**src/rtl/sd_spi_host.sv**
```systemverilog
// sd_spi_host -- SPI-mode SD card command engine.
// Sends one 6-byte command frame, polls for R1, then optionally reads a
// 4-byte R3/R7 tail or a 512-byte single data block. It closes every
// operation with one 0xFF byte clocked while chip select is high.
// Ports:
//   clk, reset          system clock, asynchronous active-high reset
//   start               request, accepted only while idle
//   cmd/arg/crc         command index, argument (MSB first), CRC7
//   rsp_type            0 R1, 1 R1+4 bytes, 2 R1+read block, 3 as 0
//   busy/done/err       status; done pulses once when busy drops
//   r1/rsp_data         captured response bytes
//   rd_data/rd_valid    read-block byte stream
//   sdCS/sdSCLK/sdMOSI  SPI outputs (mode 0); sdMISO SPI input
module sd_spi_host #(
  parameter int CLKDIV   = 4,
  parameter int RSP_POLL = 8,
  parameter int TOK_POLL = 1024
) (
  input  logic        clk,
  input  logic        reset,
  input  logic        start,
  input  logic [5:0]  cmd,
  input  logic [31:0] arg,
  input  logic [6:0]  crc,
  input  logic [1:0]  rsp_type,
  output logic        busy,
  output logic        done,
  output logic [2:0]  err,
  output logic [7:0]  r1,
  output logic [31:0] rsp_data,
  output logic [7:0]  rd_data,
  output logic        rd_valid,
  output logic        sdCS,
  output logic        sdSCLK,
  output logic        sdMOSI,
  input  logic        sdMISO
);

  localparam int DIV_W = (CLKDIV > 2) ? $clog2(CLKDIV) : 1;
  localparam int CNT_W = (TOK_POLL > 1024) ? $clog2(TOK_POLL) : 10;

  typedef enum logic [2:0] {
    ST_IDLE, ST_CMD, ST_RSP, ST_EXT, ST_TOKEN, ST_DATA, ST_CRC, ST_TAIL
  } state_t;

  state_t             state_r, state_s;
  logic [CNT_W-1:0]   cnt_r, cnt_s;
  logic [5:0]         cmd_r;
  logic [31:0]        arg_r;
  logic [6:0]         crc_r;
  logic [1:0]         type_r;
  logic               xfer_r;
  logic [DIV_W-1:0]   div_r;
  logic [3:0]         half_r;
  logic [7:0]         tx_r, rx_r;
  logic               tick_s, byte_done_s, load_s, latch_s;
  logic [7:0]         load_byte_s;
  logic               busy_s, done_s, cs_s, rd_valid_s;
  logic [2:0]         err_s;
  logic [7:0]         r1_s, rd_data_s;
  logic [31:0]        rsp_data_s;

  // Byte idx of the command frame: start/transmission bits + index, arg, CRC + end bit.
  function automatic logic [7:0] frame_byte(input logic [2:0] idx, input logic [5:0] c,
                                            input logic [31:0] a, input logic [6:0] k);
    case (idx)
      3'd0:    frame_byte = {2'b01, c};
      3'd1:    frame_byte = a[31:24];
      3'd2:    frame_byte = a[23:16];
      3'd3:    frame_byte = a[15:8];
      3'd4:    frame_byte = a[7:0];
      3'd5:    frame_byte = {k, 1'b1};
      default: frame_byte = 8'hFF;
    endcase
  endfunction

  // One tick per SCLK half-period; half_r counts 16 halves per byte.
  assign tick_s      = xfer_r && (div_r == DIV_W'(CLKDIV - 1));
  assign byte_done_s = tick_s && (half_r == 4'd15);

  // SPI byte engine: rising half samples MISO, falling half shifts MOSI.
  // A load in the byte-done cycle makes that falling edge present the next
  // byte's MSB, so bytes run back-to-back.
  always_ff @(posedge clk or posedge reset) begin
    if (reset) begin
      xfer_r <= 1'b0;
      div_r  <= {DIV_W{1'b0}};
      half_r <= 4'd0;
      sdSCLK <= 1'b0;
      sdMOSI <= 1'b1;
      tx_r   <= 8'hFF;
      rx_r   <= 8'hFF;
    end else if (load_s) begin
      xfer_r <= 1'b1;
      div_r  <= {DIV_W{1'b0}};
      half_r <= 4'd0;
      sdSCLK <= 1'b0;
      tx_r   <= load_byte_s;
      sdMOSI <= load_byte_s[7];
    end else if (tick_s) begin
      div_r  <= {DIV_W{1'b0}};
      half_r <= half_r + 4'd1;
      if (!half_r[0]) begin
        sdSCLK <= 1'b1;
        rx_r   <= {rx_r[6:0], sdMISO};
      end else if (half_r == 4'd15) begin
        sdSCLK <= 1'b0;
        xfer_r <= 1'b0;
        sdMOSI <= 1'b1;
      end else begin
        sdSCLK <= 1'b0;
        tx_r   <= {tx_r[6:0], 1'b1};
        sdMOSI <= tx_r[6];
      end
    end else if (xfer_r) begin
      div_r <= div_r + DIV_W'(1);
    end else begin
      div_r <= {DIV_W{1'b0}};
    end
  end

  // Next-state and output decode; every non-final byte reloads 0xFF by default.
  always_comb begin
    state_s     = state_r;
    cnt_s       = cnt_r;
    busy_s      = busy;
    done_s      = 1'b0;
    cs_s        = sdCS;
    err_s       = err;
    r1_s        = r1;
    rsp_data_s  = rsp_data;
    rd_data_s   = rd_data;
    rd_valid_s  = 1'b0;
    load_s      = 1'b0;
    load_byte_s = 8'hFF;
    latch_s     = 1'b0;
    case (state_r)
      ST_IDLE: begin
        if (start) begin
          latch_s     = 1'b1;
          load_s      = 1'b1;
          load_byte_s = frame_byte(3'd0, cmd, arg, crc);
          state_s     = ST_CMD;
          cnt_s       = {CNT_W{1'b0}};
          busy_s      = 1'b1;
          cs_s        = 1'b0;
          err_s       = 3'd0;
          r1_s        = 8'hFF;
          rsp_data_s  = 32'h0000_0000;
        end else begin
          state_s = ST_IDLE;
        end
      end
      ST_TAIL: begin
        if (byte_done_s) begin
          state_s = ST_IDLE;
          done_s  = 1'b1;
          busy_s  = 1'b0;
        end else begin
          state_s = ST_TAIL;
        end
      end
      default: begin
        if (byte_done_s) begin
          load_s = 1'b1;
          cnt_s  = cnt_r + CNT_W'(1);
          case (state_r)
            ST_CMD: begin
              if (cnt_r == CNT_W'(5)) begin
                state_s = ST_RSP;
                cnt_s   = {CNT_W{1'b0}};
              end else begin
                load_byte_s = frame_byte(cnt_r[2:0] + 3'd1, cmd_r, arg_r, crc_r);
              end
            end
            ST_RSP: begin
              cnt_s = {CNT_W{1'b0}};
              if (!rx_r[7]) begin
                r1_s = rx_r;
                if (type_r == 2'd1) begin
                  state_s = ST_EXT;
                end else if (type_r == 2'd2 && rx_r != 8'h00) begin
                  err_s   = 3'd4;
                  state_s = ST_TAIL;
                end else if (type_r == 2'd2) begin
                  state_s = ST_TOKEN;
                end else begin
                  state_s = ST_TAIL;
                end
              end else if (cnt_r == CNT_W'(RSP_POLL - 1)) begin
                err_s   = 3'd1;
                state_s = ST_TAIL;
              end else begin
                cnt_s = cnt_r + CNT_W'(1);
              end
            end
            ST_EXT: begin
              rsp_data_s = {rsp_data[23:0], rx_r};
              if (cnt_r == CNT_W'(3)) begin
                state_s = ST_TAIL;
              end else begin
                state_s = ST_EXT;
              end
            end
            ST_TOKEN: begin
              if (rx_r == 8'hFE) begin
                state_s = ST_DATA;
                cnt_s   = {CNT_W{1'b0}};
              end else if (rx_r[7:4] == 4'h0) begin
                err_s   = 3'd3;
                state_s = ST_TAIL;
              end else if (cnt_r == CNT_W'(TOK_POLL - 1)) begin
                err_s   = 3'd2;
                state_s = ST_TAIL;
              end else begin
                state_s = ST_TOKEN;
              end
            end
            ST_DATA: begin
              rd_data_s  = rx_r;
              rd_valid_s = 1'b1;
              if (cnt_r == CNT_W'(511)) begin
                state_s = ST_CRC;
                cnt_s   = {CNT_W{1'b0}};
              end else begin
                state_s = ST_DATA;
              end
            end
            ST_CRC: begin
              if (cnt_r == CNT_W'(1)) begin
                state_s = ST_TAIL;
              end else begin
                state_s = ST_CRC;
              end
            end
            default: begin
              state_s = ST_IDLE;
              load_s  = 1'b0;
            end
          endcase
          // Deselect on the same falling edge that begins the closing 0xFF byte.
          if (state_s == ST_TAIL) begin
            cs_s = 1'b1;
          end else begin
            cs_s = sdCS;
          end
        end else begin
          state_s = state_r;
        end
      end
    endcase
  end

  // FSM state, counters and registered status outputs.
  always_ff @(posedge clk or posedge reset) begin
    if (reset) begin
      state_r  <= ST_IDLE;
      cnt_r    <= {CNT_W{1'b0}};
      busy     <= 1'b0;
      done     <= 1'b0;
      sdCS     <= 1'b1;
      err      <= 3'd0;
      r1       <= 8'hFF;
      rsp_data <= 32'h0000_0000;
      rd_data  <= 8'h00;
      rd_valid <= 1'b0;
    end else begin
      state_r  <= state_s;
      cnt_r    <= cnt_s;
      busy     <= busy_s;
      done     <= done_s;
      sdCS     <= cs_s;
      err      <= err_s;
      r1       <= r1_s;
      rsp_data <= rsp_data_s;
      rd_data  <= rd_data_s;
      rd_valid <= rd_valid_s;
    end
  end

  // Command fields held for the frame bytes sent after the first.
  always_ff @(posedge clk or posedge reset) begin
    if (reset) begin
      cmd_r  <= 6'd0;
      arg_r  <= 32'h0000_0000;
      crc_r  <= 7'd0;
      type_r <= 2'd0;
    end else if (latch_s) begin
      cmd_r  <= cmd;
      arg_r  <= arg;
      crc_r  <= crc;
      type_r <= rsp_type;
    end else begin
      cmd_r  <= cmd_r;
      arg_r  <= arg_r;
      crc_r  <= crc_r;
      type_r <= type_r;
    end
  end

endmodule

```
**config.mk**
```make
export PLATFORM = sky130hd
export DESIGN_NAME = sd_spi_host
export DESIGN_NICKNAME = d
export VERILOG_FILES = /design/src/rtl/sd_spi_host.sv
export SDC_FILE = /design/constraint.sdc
export NUM_CORES = 1
export LEC_CHECK = 0
export ABC_AREA = 1
export CAP_MARGIN = 10
export CORE_AREA = 2 2 124 102
export CTS_CLUSTER_SIZE = 10
export DETAILED_ROUTE_END_ITERATION = 10
export DIE_AREA = 0 0 126 104
export DONT_BUFFER_PORTS = 1
export PLACE_DENSITY = 0.73
export SLEW_MARGIN = 20
export SYNTH_ARGS = -nofsm -noshare
export SYNTH_HDL_FRONTEND = slang
export SYNTH_SLANG_ARGS = --single-unit
```
**constraint.sdc**
```tcl
create_clock -name clk -period 11.4 [get_ports clk]
set_input_delay 1.71 -clock clk [delete_from_list [all_inputs] [get_ports clk]]
set_output_delay 1.71 -clock clk [all_outputs]
set_load 0.05 [all_outputs]
```
==> summary.txt <==
Outcome
  – Status: finished, final reports clean

Die
  – Full die area: 13100 sq um
  – Die Wd: 126 um
  – CORE AREA: 11900 sq um
  – Ports: 108
  – Die Ht: 104 um
  – Initial Utilization: 0.539
  – Cell Rows: 36

Yosys
  – Syn_nets: 831
  – Ys flop type: dfrtp_1
  – #FFs+latches synth: 138
  – Syn Area/Cell: 8.32 sq um
  – Cell Area, Synth: 6410 sq um
  – Most common cell in the netlist: nand2_1
  – Synth top area cells: dfrtp_1, nand2_1, dfstp_2
  – Distinct cell type count after synthesis: 39
  – Cell count after synthesis: 771
  – Asr flop ratio synth: 1.00
  – Post-synth EDFFs: 0
  – Synth top cells by count: nand2_1, dfrtp_1, inv_1
  – Yosys top cell by area: dfrtp_1
  – YS warnings: 0
  – Sequential cell area fraction in the yosys report: 0.543
  – Post-synth top area share: 0.441

Global routing
  – M1 GR Usage: 0.343
  – Vias in the first global route: 4701
  – GRT busiest layer: met1
  – M2 GR Usage: 0.340
  – First-pass GRT wire length: 24300 um
  – Largest net degree at the start of global routing: 76
  – Congestion Overflow GR: 0
  – Gr usage total: 0.237
  – Met3 usage: 0.0741
  – Antenna violations before repair: 0

Clocking
  – Worst skew pair latency: 430 ps
  – Post-CTS setup buffer count: 0
  – Clock sink count: 138
  – Clock-pin slew on the worst setup and hold paths: 50 ps
  – Inserted Clock Buffers: 17
  – CTS resizes: 0
  – CTS Buffer Depth: 2
  – # hold bufs at CTS: 0
  – # H-tree levels: 4
  – TritonCTS clock tree: built
  – Root buffer cell: clkbuf_16

Routing
  – Drt pass-1 iters: 5
  – Drt initial violations: 393
  – Detail Route Antenna Nets: 0
  – Vias per cell: 5.39
  – Total vias in the final route: 5032
  – Per-cell routed wire length: 16.0 um
  – Drt drc: 0
  – Final wirelength: 14900 um

Placed design
  – GPL Wtd Cong: 0.850
  – Pre-CTS setup slack: 7010 ps
  – IO Port Bufs: 0
  – DP Area: 6500 sq um
  – DP HPWL: 10500 um

Critical path
  – Worst Setup Start Kind: primary input
  – CP arrival: 4310 ps
  – Critical Path Fanout Max: 55
  – WS Path Type: primary input to flip-flop
  – Worst setup EP type: flip-flop
  – CP required: 11740 ps

Cells and area
  – ANT cells: 0
  – Fraction of layout cells with a size suffix above 1: 0.0986
  – Nets@finish: 828
  – Post-route cell area: 7110 sq um
  – Fillers: 1060
  – Layout area overhead: 10.8%

Timing
  – RSZ-0062 raised after global routing: false
  – Normalized max-slew margin: 0.383
  – Actual slew at the worst max-slew pin: 926 ps
  – Final worst setup slack: 7430 ps
  – Setup violators final: 0
  – Post-Route Skew: 8.14 ps
  – Crit path time final: 3970 ps
  – Slew Viols, Final: 0
  – Fin Setup TNS: 0 ps
  – Peak Freq: 252 MHz
  – Fin. Hold Viols: 0
  – Tcrit/Tclk final: 0.348

Power and ir drop
  – Leak: 3.57 nW
  – Maximum vdd drop: 0.117 mV
  – Power Dens Cells: 153 nW/um^2

Hold path
  – HP Class: flip-flop to flip-flop

Flow run
  – Max cap viols: 0
## kinds of logic (layout without fill, tap and decap cells)
| kind of cell | count (synthesis) | after routing | synth area share |
|---|---|---|---|
| DFF | 138 | 138 | 0.543 |
| adders and majority gates | 9 | 9 | 0.0176 |
| buffers and inverters | 119 | 129 | 0.0743 |
| AOI/OAI and AO/OA | 132 | 132 | 0.122 |
| xor gates and xnor gates | 5 | 5 | 0.00683 |
| and+or+nand+nor | 368 | 368 | 0.236 |
## area by class of cell
class                   count  area, sq um  area share
repair buffers              2         15.0     0.00211
clock inverters             9          113      0.0158
clock buffers              23          488      0.0687
well taps                 152          190      0.0268
inverters                  95          364      0.0512
flip-flops and latches    138         3480       0.490
multi-input cells         514         2450       0.345
## sequential cells by signal, summed over array words and instances, names as in the netlist, 4 cells and up
register  count
arg_r        32
rsp_data     32
cnt_r        10
r1            8
rd_data       8
rx_r          8
crc_r         7
tx_r          7
cmd_r         6
half_r        4
## through the flow
stage / util / hold slack [ps] / cells / total power, mW
after CTS: 0.598 / 435 / 933 / 1.09
after global routing: 0.598 / 470 / 933 / 1.13
after detailed placement: 0.547 / 428 / 901 / 0.543
final: 0.598 / 434 / 933 / 1.09
after global placement: 0.547 / 421 / 901 / 0.542
after floorplan: - / 408 / 771 / 0.535
## critical path, stage by stage
cell,delay (ps)
inv_1,80
nor2_8,540
inv_4,380
nand2_2,480
inv_2,280
a211oi_4,500
o21ai_0,180
o21ai_0,120
## where the power goes
part / switching (mW) / internal (mW) / leakage [nW] / total (mW)
sequential: 0.00787 / 0.502 / 1.53 / 0.510
clock: 0.208 / 0.346 / 0.294 / 0.554
combinational: 0.0186 / 0.00628 / 1.75 / 0.0248
total: 0.235 / 0.854 / 3.57 / 1.09
## per-layer routing
metal,wire (um),vias to the layer above
met5,0,-
met2,6640,184
met3,1020,31
met4,346,0
li1,-,2476
met1,6930,2341
## layout by cell type (no fill, tap or decap), types with 7 or more instances in the layout
cell       count
dfrtp_1      113
o21ai_1       13
o22ai_1       25
ha_1           9
dfstp_2       25
o21ai_0       49
nor2_1        70
nand2_1      235
nor3_1         7
clkbuf_16     17
inv_1         90
a21oi_1       25
nand3_1       42
## worst paths after layout
kind	from	slack, ps	cells after the start	end
worst max-delay path	start	7430	8	r1[2]
worst min-delay path	div_r[0]	430	1	div_r[0]
worst max register to register	state_r[0]	7960	9	r1[2]
worst min register to register	div_r[0]	430	1	div_r[0]
max in group asynchronous	reset	8840	2	cmd_r[1]
min in group asynchronous	reset	1210	1	crc_r[5]
Note: power is estimated with default switching activity, not from simulation.
